===== config.mk =====
export PLATFORM = sky130hd
export DESIGN_NAME = ram_responder
export DESIGN_NICKNAME = d
export VERILOG_FILES = /design/src/rtl/ram_pkg.sv /design/src/rtl/ram_store.sv /design/src/rtl/ram_responder.sv
export SDC_FILE = /design/constraint.sdc
export NUM_CORES = 1
export LEC_CHECK = 0
export BUFFER_PORTS_ARGS = -buffer_cell sky130_fd_sc_hd__buf_4
export CAP_MARGIN = 40
export CORE_MARGIN = 8
export CORE_UTILIZATION = 50
export DETAILED_ROUTE_END_ITERATION = 16
export MAX_ROUTING_LAYER = met4
export PLACE_DENSITY = 0.67
export SETUP_SLACK_MARGIN = 0.3
export SYNTH_ARGS = -nofsm -noshare
export SYNTH_HDL_FRONTEND = slang
export SYNTH_SLANG_ARGS = --single-unit

===== constraint.sdc =====
create_clock -name i_CLK -period 3.6 [get_ports i_CLK]
set_clock_uncertainty 0.05 [all_clocks]
set_input_delay 0.54 -clock i_CLK [delete_from_list [all_inputs] [get_ports i_CLK]]
set_output_delay 0.54 -clock i_CLK [all_outputs]
set_load 0.1 [all_outputs]

===== src/rtl/ram_pkg.sv =====
// Shared widths, FSM encoding and counter helper for the RAM responder and its store.
package ram_pkg;

  localparam int ADDR_W_DEF = 5;
  localparam int DATA_W_DEF = 16;
  localparam int CNT_W      = 8;

  typedef enum logic [0:0] {
    ST_INIT  = 1'b0,
    ST_READY = 1'b1
  } state_e;

  function automatic logic [CNT_W-1:0] sat_inc(input logic [CNT_W-1:0] v);
    return (v == '1) ? v : v + 1'b1;
  endfunction

endpackage


===== src/rtl/ram_store.sv =====
// Single-port storage array with a registered, read-before-write read port.
module ram_store
  import ram_pkg::*;
#(
  parameter int ADDR_W = ADDR_W_DEF,
  parameter int DATA_W = DATA_W_DEF
) (
  input  logic              clk_i,
  input  logic              rst_i,
  input  logic [ADDR_W-1:0] addr_i,
  input  logic [DATA_W-1:0] wdata_i,
  input  logic              we_i,
  input  logic              re_i,
  output logic [DATA_W-1:0] rdata_o
);

  localparam int DEPTH = 1 << ADDR_W;

  logic [DATA_W-1:0] mem_q [DEPTH];
  logic [DATA_W-1:0] rdata_q;

  // Array has no reset; the responder's sweep zeroes it.
  always_ff @(posedge clk_i) begin
    if (we_i) begin
      mem_q[addr_i] <= wdata_i;
    end
  end

  always_ff @(posedge clk_i) begin
    if (rst_i) begin
      rdata_q <= '0;
    end else if (re_i) begin
      rdata_q <= mem_q[addr_i];
    end
  end

  assign rdata_o = rdata_q;

endmodule


===== src/rtl/ram_responder.sv =====
// RAM front end: clears the array after reset, then serves reads/writes with
// one-cycle read latency and saturating access counters.
module ram_responder
  import ram_pkg::*;
#(
  parameter int ADDR_W = ADDR_W_DEF,
  parameter int DATA_W = DATA_W_DEF
) (
  input  logic              i_CLK,
  input  logic              i_RST,
  input  logic [ADDR_W-1:0] address,
  input  logic [DATA_W-1:0] data,
  input  logic              rden,
  input  logic              wren,
  output logic [DATA_W-1:0] q,
  output logic              q_valid,
  output logic              busy,
  output logic [CNT_W-1:0]  rd_count,
  output logic [CNT_W-1:0]  wr_count
);

  state_e             state_q, state_d;
  logic [ADDR_W-1:0]  ptr_q, ptr_d;
  logic               vld_p1_q;
  logic [CNT_W-1:0]   rd_cnt_q, rd_cnt_d;
  logic [CNT_W-1:0]   wr_cnt_q, wr_cnt_d;

  logic [ADDR_W-1:0]  mem_addr;
  logic [DATA_W-1:0]  mem_wdata;
  logic               mem_we;
  logic               mem_re;
  logic               rd_acc;
  logic               wr_acc;

  always_comb begin
    state_d   = state_q;
    ptr_d     = ptr_q;
    mem_addr  = address;
    mem_wdata = data;
    mem_we    = 1'b0;
    mem_re    = 1'b0;
    rd_acc    = 1'b0;
    wr_acc    = 1'b0;
    unique case (state_q)
      ST_INIT: begin
        mem_addr  = ptr_q;
        mem_wdata = '0;
        mem_we    = 1'b1;
        ptr_d     = ptr_q + 1'b1;
        if (ptr_q == '1) begin
          state_d = ST_READY;
        end
      end
      ST_READY: begin
        rd_acc = rden;
        wr_acc = wren;
        mem_we = wren;
        mem_re = rden;
      end
      default: state_d = ST_INIT;
    endcase
    // A reset edge must not leave a write or a read result behind.
    if (i_RST) begin
      mem_we = 1'b0;
      mem_re = 1'b0;
      rd_acc = 1'b0;
      wr_acc = 1'b0;
    end
    rd_cnt_d = rd_acc ? sat_inc(rd_cnt_q) : rd_cnt_q;
    wr_cnt_d = wr_acc ? sat_inc(wr_cnt_q) : wr_cnt_q;
  end

  always_ff @(posedge i_CLK) begin
    if (i_RST) begin
      state_q  <= ST_INIT;
      ptr_q    <= '0;
      vld_p1_q <= 1'b0;
      rd_cnt_q <= '0;
      wr_cnt_q <= '0;
    end else begin
      state_q  <= state_d;
      ptr_q    <= ptr_d;
      vld_p1_q <= rd_acc;
      rd_cnt_q <= rd_cnt_d;
      wr_cnt_q <= wr_cnt_d;
    end
  end

  ram_store #(
    .ADDR_W (ADDR_W),
    .DATA_W (DATA_W)
  ) u_store (
    .clk_i   (i_CLK),
    .rst_i   (i_RST),
    .addr_i  (mem_addr),
    .wdata_i (mem_wdata),
    .we_i    (mem_we),
    .re_i    (mem_re),
    .rdata_o (q)
  );

  assign q_valid  = vld_p1_q;
  assign busy     = (state_q == ST_INIT);
  assign rd_count = rd_cnt_q;
  assign wr_count = wr_cnt_q;

endmodule


Yosys cells after proc, flatten, opt, wreduce, memory -nomap -nowiden
Memory sizes are Yosys's and may differ from the RTL's. A register that Yosys moved wholly into a read port is not among the register bits.
Cells that the tools add are included.

operators by class
  add/sub/neg operators = 3
  reductions and logical operators = 2
  mux-type cells = 12
  equality and inequality tests = 3
  bitwise gates (word level) = 3

operator list
  cell                 number
  $add 8x1->8 const B  2
  $eq 8x8->1 const B   2
  $mux 16              1
  $mux 1               9
  $add 5x1->5 const B  1
  $eq 5x5->1 const B   1
  $mux 5               1
  $reduce_and 2->1     2
  $not 1->1            3
  $pmux 1 s2           1

word-level totals
  bits in writable memories = 512
  word-level logic and storage cells = 29
  memories = 1
  flip-flop bits (word level) = 23

memories
  memory         words  width  read ports  clocked after Yosys merged registers in  write ports  line             text
  u_store.mem_q  32     16     1           1                                        1            ram_store.sv:19  logic [DATA_W-1:0] mem_q [DEPTH];

Longest topological paths before layout
Gate-level depths: netlist (run 1).

  word-level depth = 5
  gate-level depth with buffers = 9
  mapped depth without buffers = 6

By module
From an unflattened synthesis (run 1), not the netlist that was laid out.

second synthesis, totals
  cell total of the unflattened synthesis = 1,125
  area, all modules = 21,569.4 um^2

by module, submodules not included
  module         seq. area each (um^2)  area each (um^2)  times used  cells an instance
  ram_store      15,695.1               20,338.3          1           988
  ram_responder  460.4                  1,231.2           1           137

Least setup slack after synthesis (run 1)
Ideal clock, no wire load.

  path type = flip-flop to flip-flop
  start point = register state_q
  end point = memory u_store.mem_q[10][0] (netlist bit), enable pin
  stages on the path, launching flop included = 7
  arrival = 2.519 ns
  period minus slack after synthesis = 2.957 ns
  buffers on the path = 2
  setup slack = 0.643 ns
  cell sequence = dfxtp_1 buf_2 buf_4 inv_1 o21a_1 nand3_1 nor2_1

between the ends
  word-level cells in the longest chain between the ends = 5

RTL lines
  what                          line                 text
  from (decl)                   ram_responder.sv:22  state_e state_q, state_d;
  from (signal assigned)        ram_responder.sv:81  state_q <= state_d;
  $not 1->1                     n/a
  net busy                      ram_responder.sv:17  output logic busy,
  $pmux 1 s2                    ram_responder.sv:44  unique case (state_q)
  $mux 1                        ram_responder.sv:63  if (i_RST) begin
  $mux 1                        ram_store.sv:24      if (we_i) begin
  $mux 1 (implied by the code)  ram_store.sv:25      mem_q[addr_i] <= wdata_i;
  to (decl)                     ram_store.sv:19

The timed path passes the listed nets, and every way through them passes these cells.

Worst setup path after layout (run 1)
  start point = register state_q
  end point = register u_store.rdata_q[0], in the netlist u_store.rdata_o[0] (read register of u_store.mem_q)

between the ends
  word-level cells in the longest chain between the ends = 2

RTL lines
  what       line                 text
  $mux 1     ram_responder.sv:44
  $mux 1     ram_responder.sv:63
  to (decl)  ram_store.sv:20      logic [DATA_W-1:0] rdata_q;

Several ways; a longest one is shown, not always the timed one.
A chain may end at the register's enable or synchronous reset.

==> summary.txt, run 1 <==
Run status
  – Status: complete, no violations

Cells and area
  – Count of nets after finishing: approximately 1500
  – Share of final-layout standard cells stronger than drive strength 1: 0.197
  – Commonest non-fill, non-tap cell in the layout: sky130_fd_sc_hd__edfxtp_1
  – Most frequent cells in the layout: sky130_fd_sc_hd__edfxtp_1 (512), sky130_fd_sc_hd__buf_4 (145), sky130_fd_sc_hd__o21ai_0 (144)
  – Total of fill cells in the finished design: 3181
  – N_diodes: 0
  – Growth of design area from synthesis to finish: 16.1%

Yosys
  – Number of enable flip-flop cells after synthesis: 512
  – Seq/Total Area, Yosys: 0.747
  – Warning count from the yosys run: 0
  – Most frequently used flop master after synthesis: sky130_fd_sc_hd__edfxtp_1
  – Syn Area/Cell: 16.3 sq um
  – Async S/R FF share, synth: 0
  – Number of synthesized register bits: around 550
  – Post-synthesis instance area: 21600 sq um
  – Synthesized instance count: 1329
  – Netlist cell types: 59
  – Total nets after synthesis: between 1000 and 1500

Detailed routing
  – Number of design-rule violations left by the first detailed-router iteration: approximately 1700
  – Total length of routed wires: 57600 um
  – Drc violations: 0
  – Number of iterations in the first detailed-routing pass: 7
  – Routed length per placed instance: 27.4 um
  – Total via count in the routed design: 13000
  – Number of nets still failing antenna checks after routing: 0
  – Via/cell ratio: 6.20

Floorplan
  – Initial Utilization: 0.504
  – Site Rows: 76
  – Core box area: approximately 43000 sq um
  – DIE HEIGHT: 224 um
  – Die outline area: approximately 50000 sq um
  – Top Ports: 59
  – Chip Width: 224 um

Global route
  – Number of global-route vias before repair: 12800
  – Total routing usage reported by global routing: 0.235
  – First-pass GRT wire length: 84600 um
  – Final global-route overflow total: 0
  – Largest net degree at the start of global routing: 65
  – Antenna violations before repair: 1

Clock network
  – Number of clock sinks: between 500 and 600
  – Clock insertion delay at the later pin of the skew report: ~0.60 ns
  – TritonCTS clock tree: done
  – Largest buffer count on any clock path: 3
  – Number of buffers created by CTS: 54
  – CTS hold repair buffers: 0
  – Clock Pin Slew Worst Setup and Hold Paths: roughly 0.070 ns
  – Clk root buf: sky130_fd_sc_hd__clkbuf_16
  – Setup bufs post-CTS: 0
  – Total number of H-tree levels: 2
  – Gates resized, CTS repair: 0

Setup path
  – Type of the setup path with the least slack: register to register
  – FF-to-FF setup slack: 0.53 ns
  – Critical path startpoint category: register
  – Kind of capture point of the worst setup path: register
  – Required time of the worst setup path: 4.00 ns
  – CP Data Arrival Time: 3.47 ns
  – Largest driver fanout on the critical path: 64

Placed design
  – Placer Congestion: 0.887
  – Count of input and output buffers: 58
  – HPWL after detailed placement: 37100 um

Timing
  – Upper clock frequency limit: 326 MHz
  – Setup repair after global routing missed its margin: false
  – Tightest slew margin relative to the limit: 0.401
  – Final number of setup-violating endpoints: 0
  – Period Utilization, post-route: 0.852
  – Number of failing hold endpoints at the final stage: 0
  – Final count of pins violating max slew: 0
  – Worst hold slack: 0.270 ns
  – Tightest Pin Transition: 0.892 ns
  – Minimum period implied by the final worst setup slack: 3.07 ns
  – Setup TNS: 0 ns

Power
  – Internal: 10.2 mW
  – Comb pwr share: 0.052
  – Power density cells: about 520 nW/um^2
  – Power share of the sequential group: 0.535
  – Net switching power of the design: ~2.8 mW
  – Worst vdd rail ir drop: 0.317 mV
  – Net Sw Frac: 0.212
  – Clk pwr share: 0.413
  – Leakage power of the design: 8.01 nW

Min path
  – Type of the most critical hold path: input pin to register

Job
  – Max-cap viol count: 0
## synthesized netlist by cell type, types with 7 or more instances
cell type,count,share of area
sky130_fd_sc_hd__edfxtp_1,512,0.71
sky130_fd_sc_hd__o21ai_0,144,0.033
sky130_fd_sc_hd__mux2i_1,87,0.040
sky130_fd_sc_hd__nand2_1,74,0.013
sky130_fd_sc_hd__a21oi_1,63,0.015
sky130_fd_sc_hd__nor2_1,60,0.010
sky130_fd_sc_hd__clkbuf_1,42,0.0073
sky130_fd_sc_hd__dfxtp_1,39,0.036
sky130_fd_sc_hd__mux4_2,36,0.038
sky130_fd_sc_hd__o22ai_1,28,0.0081
sky130_fd_sc_hd__a41oi_1,24,0.0097
sky130_fd_sc_hd__nor4_1,19,0.0055
sky130_fd_sc_hd__and2_1,18,0.0052
sky130_fd_sc_hd__buf_2,15,0.0035
sky130_fd_sc_hd__nand4_1,14,0.0041
sky130_fd_sc_hd__a31oi_1,13,0.0038
sky130_fd_sc_hd__o21ai_1,11,0.0025
sky130_fd_sc_hd__xor2_1,9,0.0036
sky130_fd_sc_hd__a2111oi_2,7,0.0049
sky130_fd_sc_hd__buf_4,7,0.0024
sky130_fd_sc_hd__nand3_1,7,0.0016
## power by group through the flow
stage | clock network (mW) | registers [mW] | logic [mW]
2_1_floorplan | 0 | 7.08 | 0.434
3_3_place_gp | 0 | 7.09 | 0.656
3_5_place_dp | 0 | 7.09 | 0.671
4_1_cts | 5.43 | 6.95 | 0.673
5_1_grt | 5.68 | 6.95 | 0.715
6_report | 5.37 | 6.95 | 0.675
## worst paths after layout
path	startpoint	endpoint	cells after the start
setup / recovery	state_q$_SDFF_PP0_	u_store.rdata_o[0]$_SDFFE_PP0P_	6
hold / removal	i_RST	rd_count[1]$_SDFFE_PP0P_	2
setup reg to reg	state_q$_SDFF_PP0_	u_store.rdata_o[0]$_SDFFE_PP0P_	6
hold reg to reg	wr_count[5]$_SDFFE_PP0P_	wr_count[5]$_SDFFE_PP0P_	2
## flip-flops by register name (all words and copies together), names as in the netlist
register	count
u_store.mem_q	512
u_store.rdata_o	16
rd_count	8
wr_count	8
ptr_q	5
q_valid	1
state_q	1
## through the flow
step                      power, mW  area, sq um  cells   util  worst slack (ns)
after floorplan                7.51        21600   1329      -             0.643
after detailed placement       7.76        23400   2002  0.546             0.469
final                          13.0        25100   2104  0.585             0.532
after CTS                      13.1        25100   2103  0.585             0.468
after global routing           13.3        25100   2104  0.585             0.390
after global placement         7.74        23200   1989  0.541             0.428
## layout make-up
type / instances / area (sq um) / share of cell area
well taps: 585 / 732 / 0.0292
multi-input cells: 704 / 5150 / 0.205
clock buffers: 75 / 1500 / 0.0598
clock inverters: 26 / 178 / 0.00708
flip-flops and latches: 551 / 16200 / 0.644
inverters: 2 / 7.51 / 0.000299
repair buffers: 161 / 1380 / 0.0548
## critical path, stage by stage, from the launching register on
cell                      delay (ns)
sky130_fd_sc_hd__dfxtp_2        0.61
sky130_fd_sc_hd__mux2_8         0.68
sky130_fd_sc_hd__buf_12         0.30
sky130_fd_sc_hd__mux2i_1        0.23
sky130_fd_sc_hd__o22ai_1        0.21
sky130_fd_sc_hd__nor4_1         0.61
sky130_fd_sc_hd__a31oi_1        0.14
## per-layer routing
metal | routed length (um) | up-vias | global-route usage | share of wire
li1 | - | 5596 | - | -
met5 | 0 | - | - | 0
met1 | 23000 | 6599 | 0.312 | 0.40
met3 | 5510 | 114 | 0.0447 | 0.096
met4 | 1840 | 0 | 0.0741 | 0.032
met2 | 27300 | 736 | 0.367 | 0.47
## cell families (layout without fill, tap and decap cells)
logic type | count (synthesis) | count (layout) | synth area share
AOI/OAI and AO/OA | 315 | 315 | 0.0873
xor gates and xnor gates | 14 | 14 | 0.00567
adders and majority gates | 4 | 4 | 0.00232
buffers and inverters | 74 | 264 | 0.0178
DFF | 551 | 551 | 0.747
muxes | 128 | 128 | 0.0819
and+or+nand+nor | 243 | 243 | 0.0576
No activity file was read; power rests on OpenSTA's default activity.
==> run 2, diff against run 1 <==
--- a/config.mk
+++ b/config.mk
@@ -7,8 +7,11 @@
 export LEC_CHECK = 0
 export BUFFER_PORTS_ARGS = -buffer_cell sky130_fd_sc_hd__buf_4
 export CAP_MARGIN = 40
+export CORE_ASPECT_RATIO = 0.9
 export CORE_MARGIN = 8
 export CORE_UTILIZATION = 50
+export CTS_BUF_LIST = sky130_fd_sc_hd__clkbuf_4 sky130_fd_sc_hd__clkbuf_8
+export CTS_CLUSTER_DIAMETER = 30
 export DETAILED_ROUTE_END_ITERATION = 16
 export MAX_ROUTING_LAYER = met4
 export PLACE_DENSITY = 0.67
==> run 2 against run 1 <==
Clock-buffer cell count rose by 66. Non-clock buffer count rose by 2. First-iteration DRC count rose by 8.0%.
==> summary.txt, run 2 (same netlist as run 1, synthesis figures left out) <==
Cells and area
  – Commonest non-fill, non-tap cell in the layout: sky130_fd_sc_hd__edfxtp_1
  – Total of fill cells in the finished design: 3091 (-2.8%)
  – Most frequent cells in the layout: sky130_fd_sc_hd__edfxtp_1 (512), sky130_fd_sc_hd__buf_4 (147), sky130_fd_sc_hd__o21ai_0 (144)
  – Growth of design area from synthesis to finish: 19.7%
  – Count of nets after finishing: 1557 (+3.6%)
  – Register with the most flip-flops: u_store.mem_q
  – Flip-flop count of the largest register, all copies and words added: 512 (unchanged)
  – Final design area excluding fillers: 25900 sq um (+3.1%)
  – Share of final-layout standard cells stronger than drive strength 1: 0.255 (+0.0578)
  – Area of all sequential standard cells: 16200 sq um (unchanged)
  – Layout Cells excl Fill: 2174 (+3.3%)
  – Multi-input combinational cell area: 5150 sq um (about the same)

Setup path
  – Required time of the worst setup path: 4.08 ns (+0.08 ns)
  – Kind of capture point of the worst setup path: register
  – Critical path startpoint category: register
  – Critical Path Max Stage Delay: 0.63 ns (-0.05 ns)
  – Buf+Inv Stages, Crit Path: 2 (+1)
  – Launch point of the critical path: state_q$_SDFF_PP0_
  – Largest driver fanout on the critical path: 49 (-23%)
  – Family with the most delay on the worst path: multiplexers
  – Cells along the critical path: mux2_8 > buf_12 > buf_12 > mux2i_1 > o22ai_1 > nor4_1 > a31oi_1
  – Type of the setup path with the least slack: register to register
  – Cell with the most instances on the worst path: sky130_fd_sc_hd__buf_12
  – Reg-to-reg startpoint: state_q$_SDFF_PP0_
  – CP Data Arrival Time: 3.59 ns (+0.12 ns)
  – CP max-delay cell: sky130_fd_sc_hd__nor4_1

Timing
  – Period Utilization, post-route: 0.863 (+0.0106)
  – Upper clock frequency limit: 322 MHz (-1.2%)
  – Number of failing hold endpoints at the final stage: 0 (unchanged)
  – Tightest Pin Transition: 0.924 ns (+0.0314 ns)
  – Final number of setup-violating endpoints: 0 (unchanged)
  – Setup repair after global routing missed its margin: false
  – Worst setup slack after layout: 0.494 ns (-0.0383 ns)
  – Final count of pins violating max slew: 0 (unchanged)
  – Minimum period implied by the final worst setup slack: 3.11 ns (+0.0383 ns)
  – Setup TNS: 0 ns (unchanged)
  – Tightest slew margin relative to the limit: 0.380 (-0.0210)

Global route
  – Final global-route overflow total: 0 (unchanged)
  – GR Layer Usage met1: 0.329 (+0.0170)
  – First-pass GRT wire length: 88000 um (+3.9%)
  – Met2 GRT Util: 0.355 (-0.0122)
  – Largest net degree at the start of global routing: 50 (-23%)
  – Met3 layer usage reported by global route: 0.0777 (+0.0329)
  – Gr busiest metal: met2
  – Number of global-route vias before repair: 13200 (+3.2%)
  – Antenna violations before repair: 3 (+2)
  – Total routing usage reported by global routing: 0.247 (+0.0113)

Placed design
  – Placed Area: 23400 sq um (-0.13%)
  – HPWL after detailed placement: 38600 um (+4.2%)
  – Count of input and output buffers: 58 (unchanged)
  – Placed instance count: 1975 (-1.3%)
  – Placer Congestion: 0.897 (+1.1%)
  – Worst slack after detailed placement: 0.272 ns (-0.196 ns)

Detailed routing
  – Number of design-rule violations left by the first detailed-router iteration: 1803 (+8.0%)
  – Number of iterations in the first detailed-routing pass: 7 (unchanged)
  – Routed length per placed instance: 27.7 um (+0.99%)
  – Number of nets still failing antenna checks after routing: 0 (unchanged)
  – Total via count in the routed design: 13400 (+2.6%)
  – Via/cell ratio: 6.16 (-0.72%)
  – Total length of routed wires: 60200 um (+4.4%)
  – Drc violations: 0 (unchanged)

Clock network
  – Clock insertion delay at the later pin of the skew report: 0.68 ns (+0.08 ns)
  – Clock Pin Slew Worst Setup and Hold Paths: 0.06 ns (about the same)
  – Number of clock sinks: 551 (unchanged)
  – Largest buffer count on any clock path: 3 (unchanged)
  – TritonCTS clock tree: done
  – Total number of H-tree levels: 3 (+1)
  – Number of buffers created by CTS: 106 (+96%)
  – Clk root buf: sky130_fd_sc_hd__clkbuf_8

Floorplan
  – Core box area: 42800 sq um (-0.22%)
  – Initial Utilization: 0.505 (+0.00112)
  – Chip Width: 235 um (+5.0%)
  – Die outline area: 50100 sq um (about the same)
  – Site Rows: 72 (-5.3%)
  – DIE HEIGHT: 213 um (-4.8%)
  – Top Ports: 59 (unchanged)

Power
  – Power density cells: 568 nW/um^2 (+9.7%)
  – Leakage power of the design: 8.46 nW (+5.6%)
  – Total power consumption of the routed design: 14.7 mW (+13%)
  – Worst vdd rail ir drop: 0.376 mV (+19%)

Run status
  – Status: complete, no violations

Min path
  – Type of the most critical hold path: input pin to register
  – Startpoint of the tightest hold check path: i_RST

Job
  – Max-cap viol count: 0 (unchanged)
## run 2: cell types whose count changed in the layout (fill, tap and decap cells not counted), moves of 2 or more
cell,previous run,this run
sky130_fd_sc_hd__buf_8,3,5
sky130_fd_sc_hd__buf_4,145,147
sky130_fd_sc_hd__buf_6,2,0
sky130_fd_sc_hd__clkbuf_8,5,114
sky130_fd_sc_hd__clkbuf_4,0,27
sky130_fd_sc_hd__clkinv_1,13,15
sky130_fd_sc_hd__clkbuf_1,15,0
sky130_fd_sc_hd__clkbuf_16,55,0
sky130_fd_sc_hd__bufinv_16,2,16
sky130_fd_sc_hd__clkinv_2,8,12
sky130_fd_sc_hd__clkinvlp_4,2,10
sky130_fd_sc_hd__inv_6,1,3
## run 2: worst paths after layout
path,end,slack [ns],cells after the start
max,u_store.rdata_o[11]$_SDFFE_PP0P_,0.49,7
min,wr_count[1]$_SDFFE_PP0P_,0.17,2
max reg2reg,u_store.rdata_o[11]$_SDFFE_PP0P_,0.49,7
min reg2reg,wr_count[5]$_SDFFE_PP0P_,0.44,2
## run 2: what timing repair did
item,4_1_cts,5_1_grt
resized for setup,1,1
setup endpoints to repair,1,1
hold buffers,0,0
endpoints found under the hold margin,0,0
setup buffers,0,0
## run 2: area by class of cell
cell class              count  share of cell area
well taps                 555              0.0268
multi-input cells         704               0.199
flip-flops and latches    551               0.624
clock inverters            57              0.0275
clock buffers             141              0.0685
diodes                      1           0.0000967
inverters                   2            0.000290
repair buffers            163              0.0537
## run 2: through the flow
stage / hold WS (ns) / utilization
floorplan: 0.510 / -
global placement: 0.427 / 0.542
detailed placement: 0.440 / 0.546
CTS: 0.130 / 0.605
global route: 0.153 / 0.605
finish: 0.173 / 0.605
## run 2: power breakdown
part | internal (mW) | total, mW | switching [mW]
registers | 6.94 | 6.96 | 0.0176
clock network | 4.38 | 7.07 | 2.69
logic | 0.259 | 0.663 | 0.404
## run 2: layer usage
metal,vias up,share of wire
met3,119,0.12
met1,6684,0.41
met4,0,0.031
met2,839,0.44
li1,5740,-
met5,-,0
